==> src/rtl/mole_scheduler.sv <==
`timescale 1ns/1ps
// Whac-A-Mole in-play sequencer: prescaled game tick, spawn timer, per-hole lifetimes, hit/expiry retirement.
// Optional build macro WHIFF_PENALTY_EN: a click on an empty hole while running also counts as a miss.
module mole_scheduler #(
    parameter int NUM_MOLES  = 12,
    parameter int CLK_DIV    = 100000,
    parameter int SPAWN_BASE = 1000,
    parameter int SPAWN_STEP = 80,
    parameter int SPAWN_MIN  = 200,
    parameter int LIFE_BASE  = 1500,
    parameter int LIFE_STEP  = 100,
    parameter int MAX_ACTIVE = 3
) (
    input  logic                 clk,
    input  logic                 reset,
    input  logic                 run,
    input  logic                 clear,
    input  logic [3:0]           level,
    input  logic [3:0]           rand_val,
    input  logic [NUM_MOLES-1:0] hit,
    output logic [NUM_MOLES-1:0] mole_up,
    output logic                 score_pulse,
    output logic                 miss_pulse,
    output logic [3:0]           miss_cnt,
    output logic [3:0]           active_cnt
);
    localparam int PW = (CLK_DIV > 1) ? $clog2(CLK_DIV) : 1;

    function automatic logic [3:0] clamp_level(input logic [3:0] lv);
        if (lv == 4'd0) return 4'd1;
        if (lv > 4'd10) return 4'd10;
        return lv;
    endfunction

    // base - step*(lv-1), floored; the floor test runs before the subtraction so it never wraps
    function automatic logic [11:0] floor_sub(input logic [11:0] base, input logic [11:0] step,
                                             input logic [11:0] floor_v, input logic [3:0] lv);
        logic [11:0] dec;
        dec = step * {8'd0, lv - 4'd1};
        if (base <= floor_v || dec >= base - floor_v) return floor_v;
        return base - dec;
    endfunction

    function automatic logic [3:0] sat_inc(input logic [3:0] v, input logic inc);
        if (inc && v != 4'hF) return v + 4'd1;
        return v;
    endfunction

    function automatic logic [3:0] popcount(input logic [NUM_MOLES-1:0] v);
        logic [3:0] n;
        n = 4'd0;
        for (int i = 0; i < NUM_MOLES; i++) n = n + {3'd0, v[i]};
        return n;
    endfunction

    function automatic logic [3:0] pick_hole(input logic [NUM_MOLES-1:0] up, input logic [3:0] cand);
        logic [3:0] pick;
        logic       found;
        logic [4:0] j;
        pick  = cand;
        found = 1'b0;
        for (int k = 0; k < NUM_MOLES; k++) begin
            j = {1'b0, cand} + 5'(k);
            if (j >= 5'(NUM_MOLES)) j = j - 5'(NUM_MOLES);
            if (!found && !up[j[3:0]]) begin
                pick  = j[3:0];
                found = 1'b1;
            end
        end
        return pick;
    endfunction

    logic [PW-1:0]        presc;
    logic [11:0]          spawn_timer;
    logic                 pending;
    logic [11:0]          life [NUM_MOLES];
    logic [3:0]           lvl, cand, spawn_hole, miss_next;
    logic [11:0]          interval, lifetime;
    logic                 tick, fire, spawn_go, whiff;
    logic [NUM_MOLES-1:0] hit_live, hit_sel, expire, spawn_mask, up_next;

    assign lvl      = clamp_level(level);
    assign interval = floor_sub(12'(SPAWN_BASE), 12'(SPAWN_STEP), 12'(SPAWN_MIN), lvl);
    assign lifetime = floor_sub(12'(LIFE_BASE), 12'(LIFE_STEP), 12'(SPAWN_MIN), lvl);
    assign tick     = run && (presc == PW'(CLK_DIV - 1));
    assign fire     = tick && (spawn_timer == 12'd1);

    // x & -x isolates the lowest-index hit on a raised mole
    assign hit_live = run ? (hit & mole_up) : '0;
    assign hit_sel  = hit_live & (~hit_live + NUM_MOLES'(1));

    always_comb begin
        expire = '0;
        for (int i = 0; i < NUM_MOLES; i++)
            expire[i] = tick && mole_up[i] && !hit_sel[i] && (life[i] <= 12'd1);
    end

    assign cand       = (rand_val < 4'(NUM_MOLES)) ? rand_val : rand_val - 4'(NUM_MOLES);
    assign spawn_go   = run && pending && (active_cnt < 4'(MAX_ACTIVE));
    assign spawn_hole = pick_hole(mole_up, cand);
    assign spawn_mask = spawn_go ? (NUM_MOLES'(1) << spawn_hole) : '0;
    assign up_next    = (mole_up & ~hit_sel & ~expire) | spawn_mask;

`ifdef WHIFF_PENALTY_EN
    assign whiff = run && (|(hit & ~mole_up));
`else
    assign whiff = 1'b0;
`endif

    assign miss_next = sat_inc(popcount(expire), whiff);

    always_ff @(posedge clk or posedge reset) begin
        if (reset) begin
            presc       <= '0;
            spawn_timer <= '0;
            pending     <= 1'b0;
            mole_up     <= '0;
            active_cnt  <= '0;
            score_pulse <= 1'b0;
            miss_pulse  <= 1'b0;
            miss_cnt    <= '0;
            for (int i = 0; i < NUM_MOLES; i++) life[i] <= '0;
        end else if (clear) begin
            presc       <= '0;
            spawn_timer <= interval;
            pending     <= 1'b0;
            mole_up     <= '0;
            active_cnt  <= '0;
            score_pulse <= 1'b0;
            miss_pulse  <= 1'b0;
            miss_cnt    <= '0;
            for (int i = 0; i < NUM_MOLES; i++) life[i] <= '0;
        end else begin
            if (run) presc <= tick ? '0 : presc + PW'(1);
            // A zero timer only follows async reset: load it from the level seen now
            if (spawn_timer == 12'd0)
                spawn_timer <= interval;
            else if (tick)
                spawn_timer <= (spawn_timer == 12'd1) ? interval : spawn_timer - 12'd1;
            pending     <= (pending && !spawn_go) || fire;
            mole_up     <= up_next;
            active_cnt  <= popcount(up_next);
            score_pulse <= |hit_sel;
            miss_pulse  <= (miss_next != 4'd0);
            miss_cnt    <= miss_next;
            for (int i = 0; i < NUM_MOLES; i++) begin
                if (spawn_mask[i])
                    life[i] <= lifetime;
                else if (hit_sel[i] || expire[i])
                    life[i] <= '0;
                else if (tick && mole_up[i])
                    life[i] <= life[i] - 12'd1;
            end
        end
    end
endmodule

==> config.mk <==
export PLATFORM = sky130hd
export DESIGN_NAME = mole_scheduler
export DESIGN_NICKNAME = d
export VERILOG_FILES = /design/src/rtl/mole_scheduler.sv
export SDC_FILE = /design/constraint.sdc
export NUM_CORES = 1
export LEC_CHECK = 0
export ABC_CLOCK_PERIOD_IN_PS = 8100
export CORE_AREA = 2 2 212 151
export DETAILED_ROUTE_END_ITERATION = 6
export DIE_AREA = 0 0 214 153
export PLACE_DENSITY_LB_ADDON = 0.12
export SYNTH_ARGS = -nofsm -noshare
export SYNTH_HDL_FRONTEND = slang
export SYNTH_SLANG_ARGS = --single-unit
==> constraint.sdc <==
create_clock -name clk -period 8.1 [get_ports clk]
set_clock_uncertainty 0.2 [all_clocks]
set_input_delay 1.62 -clock clk [delete_from_list [all_inputs] [get_ports clk]]
set_output_delay 1.62 -clock clk [all_outputs]
set_load 0.05 [all_outputs]
# == After elaboration in Yosys (flattened, before gate mapping) ==
# Index checks and enable logic that the tools add are counted.
# totals
wordCells,380
ramBits,0
romBits,0
regBits,196
inputBits,24
output_inout_bits,22
mem_count,0
latch_bits,0
# classes
order_cmp,41
bitwise_logic,8
n_mul,2
shifts,1
eq_ne,2
n_reduce_logical,117
n_div,0
addsub,64
n_mux,125
# ops
op,n
$mux W12,47
$sub A12 B1 Y12 const B,13
$le A12 B1 Y1 const B,12
$mux W144,1
$mux W4,31
$add A4 B1 Y4,16
$lt A4 B5 Y1 const B,12
$ge A5 B4 Y1 const B,11
$logic_and A1 B1 Y1,52
$reduce_bool A4 Y1,13
$sub A4 B4 Y4 const B,13
$mux W17,3
$and A12 B12 Y12,4
$bmux W1 S4,12
$not A12 Y12,3
$logic_not A1 Y1,34
$mux W1,31
$add A4 B3 Y5 const B,4
$add A4 B4 Y5 const B,4
$add A17 B1 Y17 const B,1
$eq A17 B17 Y1 const B,1
$logic_or A1 B1 Y1,13
$add A12 B1 Y12 const B,1
$eq A12 B1 Y1 const B,1
other kinds (23),27

# == Depth between registers and ports, before layout ==
# logic_depth
word_depth,55
mapped_depth,32
depth_no_buf,29

# == Worst setup path before layout ==
# Ideal clock, no wire load.
# synth_timing
kind,input -> register
startpoint,in rand_val[3]
endpoint,reg active_cnt[2]
setup_slack_ns,-0.779
t_arrival_ns,8.547
path_stages,28
required_time_ns,7.768
path_buffers,2
setup_ns,0.132
cell_sequence,inv_1 > ha_1 > ha_1 > clkbuf_1 > inv_1 > ha_1 > a31oi_2 > or4b_1 > and3_4 > a21oi_4 > nand4_2 > or4_1 > o32a_1 > a21o_1 > or3b_1 > buf_2 > o21a_1 > fa_1 > inv_1 > fa_1 > inv_1 > fa_1 > fa_1 > inv_1 > ha_1 > fa_1 > xnor2_1 > nor2_1
# synth_via
elab_chain_cells,55
elab_cells_between_ends,144
cone_classes,add/sub: 35; order compare: 13; shift: 1; mux: 62; bitwise: 1; reduce/logical: 32
# synth_lines
element,line,text
"start, declared",19,"input logic [3:0] rand_val,"
$sub A4 B4 Y4 or $lt A4 B4 Y1 (tied branches),98,assign cand = (rand_val < 4'(NUM_MOLES)) ? rand_val : rand_val - 4'(NUM_MOLES);
$mux W4 (*),98,
$add A4 B1 Y5,63,"j = {1'b0, cand} + 5'(k);"
$sub A4 B4 Y4 or $ge A5 B4 Y1 (tied branches),64,if (j >= 5'(NUM_MOLES)) j = j - 5'(NUM_MOLES);
$mux W4,64,
$bmux W1 S4,65,if (!found && !up[j[3:0]]) begin
$mux W1 (not written as such),65,
$logic_not A1 Y1,65,
(+33 left out),--,
$mux W12 (*),101,assign spawn_mask = spawn_go ? (NUM_MOLES'(1) << spawn_hole) : '0;
$or A12 B12 Y12 (*),102,assign up_next = (mole_up & ~hit_sel & ~expire) | spawn_mask;
$add A1 B1 Y2,52,"for (int i = 0; i < NUM_MOLES; i++) n = n + {3'd0, v[i]};"
$add A2 B1 Y3,52,
$add A3 B1 Y4,52,
$add A4 B1 Y4 (7 in a row),52,
$add A4 B1 Y4 (*),52,
$mux W4 (*),123,end else if (clear) begin
"end signal, assigned",142,active_cnt <= popcount(up_next);
"end, declared",25,output logic [3:0] active_cnt
# Mark *: on every way between the ends. The rest lies on a longest branch, timed or not. The select of a mux whose other input is x is not followed.
# A chain may end at the register's enable or synchronous reset.

# == Final worst setup path ==
# layout_timing
startpoint,in rand_val[3]
endpoint,reg active_cnt[1]
# Same word-level chain as after synthesis.

==> impl_metrics.py <==
metrics = {
    "synthesis": {
        "syn-cell-area_mm2": 0.0161,
        "ys_seq_elements": 196,
        "yosysWarnings": 0,
        "syn_area_per_cell_um2": 8.05,
        "ys.flop_type": "dfrtp_1",
        "synth_nets": 2118,
        "synth_edf_count": 0,
        "netlist_instances": 2004,
        "synth.distinct_cells": 102,
        "ys_async_sr_fraction_pct": 100,
        "ys_seq_area_share_pct": 30.4,
    },
    "clock_network": {
        "cts_tree": "yes",
        "cts.sinks": 196,
        "clk_pin_slew_ps": 80,
        "clock_path_buffers": 2,
        "clock_latency_ps": 460,
        "ctsHoldBuffers": 0,
        "cts_buffers": 17,
        "cts-htree-levels": 4,
        "cts-root-buf": "clkbuf_16",
    },
    "layout": {
        "finalInstanceArea_mm2": 0.0195,
        "layout.cells.most_common": "nor2_1",
        "syn2layout_area_growth_pct": 21.0,
        "fillers": 2698,
        "diodes": 0,
        "layout-drive-gt1-share_pct": 18.5,
        "final_core_util_pct": 63.5,
        "nets": 2314,
        "final_cell_mix": "nor2_1, buf_4, dfrtp_1",
    },
    "worst_setup_path": {
        "required_ps": 8290,
        "r2r-start": "mole_up[2]$_DFF_PP0_",
        "crit_family": "adder cells",
        "reg2reg_depth": 22,
        "worst-path-max-fanout": 6,
        "cp_num_buf_inv": 9,
        "crit_path_max_incr_delay_ps": 570,
        "start_kind": "input pin",
        "crit_path_end_kind": "flop",
        "ff2ff_setup_slack_ps": 1040,
        "path_class": "input pin to flop",
        "cpMaxStageDelayCell": "fa_1",
        "cp.arrival_ps": 8430,
        "r2r-end": "active_cnt[1]$_DFF_PP0_",
    },
    "routing": {
        "drtIter0Drc": 1646,
        "antenna_left": 0,
        "drcViolationCount": 0,
        "wire_per_inst_um": 19.8,
        "wl_um": 52300,
        "drt-vias-per-instance": 6.29,
        "vias": 16600,
        "dr.pass1.iters": 6,
    },
    "min_path": {
        "worstHoldEndpoint": "spawn_timer[11]$_DFFE_PP0P_",
        "worstHoldStart": "spawn_timer[11]$_DFFE_PP0P_",
        "min_path_cells": 1,
        "hold_path_class": "flop to flop",
    },
    "floorplanning": {
        "core_mm2": 0.0307,
        "die_area_mm2": 0.0327,
        "initial_utilization_pct": 52.5,
        "ios": 46,
        "die_h_um": 153,
        "die_w_um": 214,
        "rows": 54,
    },
    "status": {
        "status": "complete, but fails checks",
        "violations": "setup timing",
    },
    "timing": {
        "fin_crit_ps": 8240,
        "hold_viol": 0,
        "whs_ps": 300,
        "drv_slew": 0,
        "fmax_mhz": 121,
        "setup_ws_ps": -139,
        "rsz0062_at_grt": "yes",
        "setup_viol": 3,
        "final.period_utilization_pct": 102,
        "fin_setup_tns_ps": -327,
        "tightestPinTransition_ps": 1010,
        "relSlewSlack_pct": 32.4,
    },
    "pwr": {
        "ir_drop_uv": 124,
        "p_leak_nw": 8.92,
        "p_per_area_mw_per_mm2": 129,
    },
    "placed_design": {
        "place_ws_ps": -1160,
        "placed_cell_area_mm2": 0.0183,
        "hpwlAfterDp_um": 37500,
        "io_buffers": 45,
        "gp_congestion": 0.967,
    },
    "global_route": {
        "grt_first_pass_wirelength_um": 83900,
        "track_usage_pct": 31.7,
        "first_global_vias": 15400,
        "grt_start_max_net_pins": 78,
        "antenna_found_initial": 0,
        "gr-total-overflow": 0,
    },
    "job": {
        "maxCapViolations": 0,
    },
}
-- per-layer routing --
metal | part of all wire [%] | global-route usage (%)
met1 | 47 | 47.1
met2 | 43 | 47.2
met3 | 7.6 | 5.33
met4 | 2.3 | 9.32
met5 | 0 | 0
-- how the worst max path moves through the flow --
stage / start / to / cells past startpoint
6_report: rand_val[3] / active_cnt[1]$_DFF_PP0_ / 29
5_1_grt: rand_val[3] / active_cnt[1]$_DFF_PP0_ / 29
4_1_cts: rand_val[3] / active_cnt[1]$_DFF_PP0_ / 27
3_5_place_dp: rand_val[3] / active_cnt[1]$_DFF_PP0_ / 30
3_3_place_gp: rand_val[3] / active_cnt[1]$_DFF_PP0_ / 28
2_1_floorplan: rand_val[3] / active_cnt[1]$_DFF_PP0_ / 27
-- kinds of logic after synthesis --
logic type	Yosys count	share of synthesized area [%]
flops	196	30.4
mux	69	5.28
compound gates	594	24.4
xor+xnor	36	2.05
buf+inv	187	4.79
fa+ha+maj	90	7.73
simple gates	832	25.4
-- stage by stage --
stage | cells | power (mW)
floorplan | 2004 | 1.33
global placement | 2568 | 1.59
detailed placement | 2568 | 1.60
CTS | 2623 | 2.50
global route | 2633 | 2.61
finish | 2633 | 2.52
-- area by class of cell --
type                            instances  area (um2)  share of cell area (%)
Inverter                               93         365                    1.87
Tap cell                              420         526                    2.69
Multi-Input combinational cell       1621       10900                    55.9
Sequential cell                       196        4900                    25.1
Clock buffer                           17         425                    2.18
Timing Repair Buffer                  271        2200                    11.3
Clock inverter                         15         181                   0.930
-- where the power goes --
group          total (mW)  internal [mW]  switching, mW
registers            1.00          0.988         0.0121
clock network       0.879          0.418          0.461
logic               0.639          0.241          0.398
total                2.52           1.65          0.871
-- cell usage after synthesis (20+ instances only) --
master    instances  area, um2
nor2b_1          20        125
nor3_1          108        541
nand3_1          57        285
and3_1           21        131
o21ai_0         174        871
nor2_1          273       1020
a21oi_1         149        746
clkbuf_1         63        236
inv_1            87        327
nand2b_1         40        250
mux2i_1          34        340
nand2_1         151        567
nor4_1           39        244
o211ai_1         21        158
a211oi_1         24        180
xnor2_1          20        175
o211a_1          23        230
ha_1             74        926
dfrtp_1         196       4900
-- state kept, by name, summed over array words and instances, names as in the netlist --
name	count
miss_cnt	4
pending	1
mole_up	12
active_cnt	4
life	144
presc	17
miss_pulse	1
spawn_timer	12
score_pulse	1
-- repair_timing --
action,CTS,global route
gates resized for setup,60,38
setup buffers,24,10
pin swaps,37,25
setup endpoints to repair,4,4
Note: power is estimated with default switching activity, not from simulation.
==> variant (same settings) <==
Register the inputs `clear`, `level` and `rand_val` before use. The logic sees them one clock later. The other inputs are not delayed to match.
--- a/src/rtl/mole_scheduler.sv
+++ b/src/rtl/mole_scheduler.sv
@@ -25,6 +25,16 @@
     output logic [3:0]           active_cnt
 );
     localparam int PW = (CLK_DIV > 1) ? $clog2(CLK_DIV) : 1;
+
+    logic clear_q;
+    logic [3:0] level_q;
+    logic [3:0] rand_val_q;
+
+    always_ff @(posedge clk) begin
+        clear_q    <= clear;
+        level_q    <= level;
+        rand_val_q <= rand_val;
+    end
 
     function automatic logic [3:0] clamp_level(input logic [3:0] lv);
         if (lv == 4'd0) return 4'd1;
@@ -79,7 +89,7 @@
     logic                 tick, fire, spawn_go, whiff;
     logic [NUM_MOLES-1:0] hit_live, hit_sel, expire, spawn_mask, up_next;
 
-    assign lvl      = clamp_level(level);
+    assign lvl      = clamp_level(level_q);
     assign interval = floor_sub(12'(SPAWN_BASE), 12'(SPAWN_STEP), 12'(SPAWN_MIN), lvl);
     assign lifetime = floor_sub(12'(LIFE_BASE), 12'(LIFE_STEP), 12'(SPAWN_MIN), lvl);
     assign tick     = run && (presc == PW'(CLK_DIV - 1));
@@ -95,7 +105,7 @@
             expire[i] = tick && mole_up[i] && !hit_sel[i] && (life[i] <= 12'd1);
     end
 
-    assign cand       = (rand_val < 4'(NUM_MOLES)) ? rand_val : rand_val - 4'(NUM_MOLES);
+    assign cand       = (rand_val_q < 4'(NUM_MOLES)) ? rand_val_q : rand_val_q - 4'(NUM_MOLES);
     assign spawn_go   = run && pending && (active_cnt < 4'(MAX_ACTIVE));
     assign spawn_hole = pick_hole(mole_up, cand);
     assign spawn_mask = spawn_go ? (NUM_MOLES'(1) << spawn_hole) : '0;
@@ -120,7 +130,7 @@
             miss_pulse  <= 1'b0;
             miss_cnt    <= '0;
             for (int i = 0; i < NUM_MOLES; i++) life[i] <= '0;
-        end else if (clear) begin
+        end else if (clear_q) begin
             presc       <= '0;
             spawn_timer <= interval;
             pending     <= 1'b0;
Formal check against the unedited RTL: no difference found for any inputs over 4 cycles, from zero or initial values and one cycle with reset high; that may be too few to reach the edited logic, so the function may still have changed.
==> variant against the unedited design <==
  * Worst setup slack better by 570 ps
  * Sequential cell count rose by 9
  * Synthesized area rose by 3.6%
  * Sequential power rose by 5%
  * Register-to-register slack got worse by 610 ps
  * Combinational power shrank 28%
  * Non-clock buffer count fell by 183
  * Critical path depth decreased by 3
  * First-iteration DRC count is 13% higher
  * Wire length is 3.2% lower
  * Critical endpoint is now active_cnt[2]$_DFF_PP0_
  * Final area decreased by 5.6%
  * Final cell count decreased by 6.6%
  * Total power rose by 4.9%
==> variant: results (changes against the unedited design) <==
- Adder-cell area share of the yosys netlist: 7.46% (-0.27 points)
- Clock-pin slew on the worst setup and hold paths: 60 ps (-20 ps)
- Data arrival at the endpoint of the critical path: 7890 ps (-540 ps)
- Proportion of layout cells with a drive suffix above 1: 9.17% (-9.3 points)
- Share of synthesized area occupied by flip-flops and latches: 30.4% (+0.035 points)
- First-pass GRT wire length: 80800 um (-3.7%)
- FILL cells: 2689 (-0.33%)
- Htree depth: 1 (-3)
- Async S/R FF share, synth: 95.6% (-4.4 points)
- Cell types with the largest area share after synthesis: sky130_fd_sc_hd__dfrtp_1 29%, sky130_fd_sc_hd__ha_1 5.5%, sky130_fd_sc_hd__a21oi_1 5.0%
- Synth Area in XOR/XNOR: 1.83% (-0.22 points)
- Worst-case reg-to-reg path depth: 26 (+18%)
- Total number of nets in the final design: 2136 (-7.7%)
- Cell depth of the worst hold path: 2 (+1)
- Detailed placer's ending HPWL: 36400 um (-2.9%)
- CP max stage delay: 520 ps (-50 ps)
- Iteration-0 DRC count of the detailed router: 1854 (+13%)
- Pin count of the biggest net entering global routing: 132 (+69%)
- Worst setup path endpoint: active_cnt[2]$_DFF_PP0_
- Outcome: completed
- Clk Latency, worst-skew pair: 550 ps (+90 ps)
- Reg-to-reg startpoint: rand_val_q[3]$_DFF_P_
- RD Place Congestion: 0.983 (+1.7%)
- Wirelength, routed: 50600 um (-3.2%)
- Fraction of synthesized area in multiplexers: 9.51% (+4.2 points)
- Hold Slack: 309 ps (+9.15 ps)
- Count of different cell masters after synthesis: 104 (+2.0%)
- Reg-to-reg slack, setup: 430 ps (-610 ps)
- Total placed instance area: 17500 um2 (-4.2%)
- Maximum VDD drop: 0.157 mV (+27%)
- Max Root-Sink Buffers: 3 (+1)
- Transition at the pin with the smallest max-transition slack: 976 ps (-38.3 ps)
- Overall routing resource usage: 30.5% (-1.2 points)
- Terminus of the critical flop-to-flop path: active_cnt[2]$_DFF_PP0_
- CTS Buf Count: 24 (+7)
- Largest driver fanout on the critical path: 21 (+15)
-- variant: cell types whose count changed after synthesis, sizes merged, moves of 15 or more --
cell / before / now
nor2: 274 / 201
mux2: 25 / 56
mux2i: 34 / 65
o21ai: 182 / 152
o211a: 23 / 4
a21oi: 151 / 168
nand2: 151 / 167
a311oi: 17 / 2
-- variant: layout make-up --
type	count	area, um2	area share (%)
clock buffers	37	719	3.91
clock inverters	7	113	0.612
inverters	86	330	1.79
multi-input cells	1617	10900	59.0
flip-flops and latches	205	5090	27.6
well taps	420	526	2.85
repair buffers	88	773	4.20
-- variant: timing repair --
action | CTS | global route
resized for setup | 0 | 2
buffers inserted | 0 | 3
setup endpoints to repair | 0 | 2
-- variant: layer usage --
| layer | global-route usage [%] | up-vias | part of all wire (%) |
|---|---|---|---|
| li1 | - | 7406 | - |
| met1 | 46.0 | 7588 | 47 |
| met2 | 45.3 | 655 | 42 |
| met3 | 5.99 | 71 | 9.3 |
| met4 | 6.06 | 0 | 1.9 |
| met5 | 0 | - | 0 |
-- variant: per-stage QoR --
| stage | instances | total power [mW] |
|---|---|---|
| 2_1_floorplan | 2006 | 1.36 |
| 3_3_place_gp | 2413 | 1.51 |
| 3_5_place_dp | 2413 | 1.51 |
| 4_1_cts | 2457 | 2.65 |
| 5_1_grt | 2460 | 2.75 |
| 6_report | 2460 | 2.64 |
-- variant: power breakdown --
part	internal [mW]	switching (mW)	total, mW	leakage (nW)
sequential	1.04	0.0159	1.05	2.79
combinational	0.145	0.313	0.458	5.05
clock	0.678	0.453	1.13	0.405
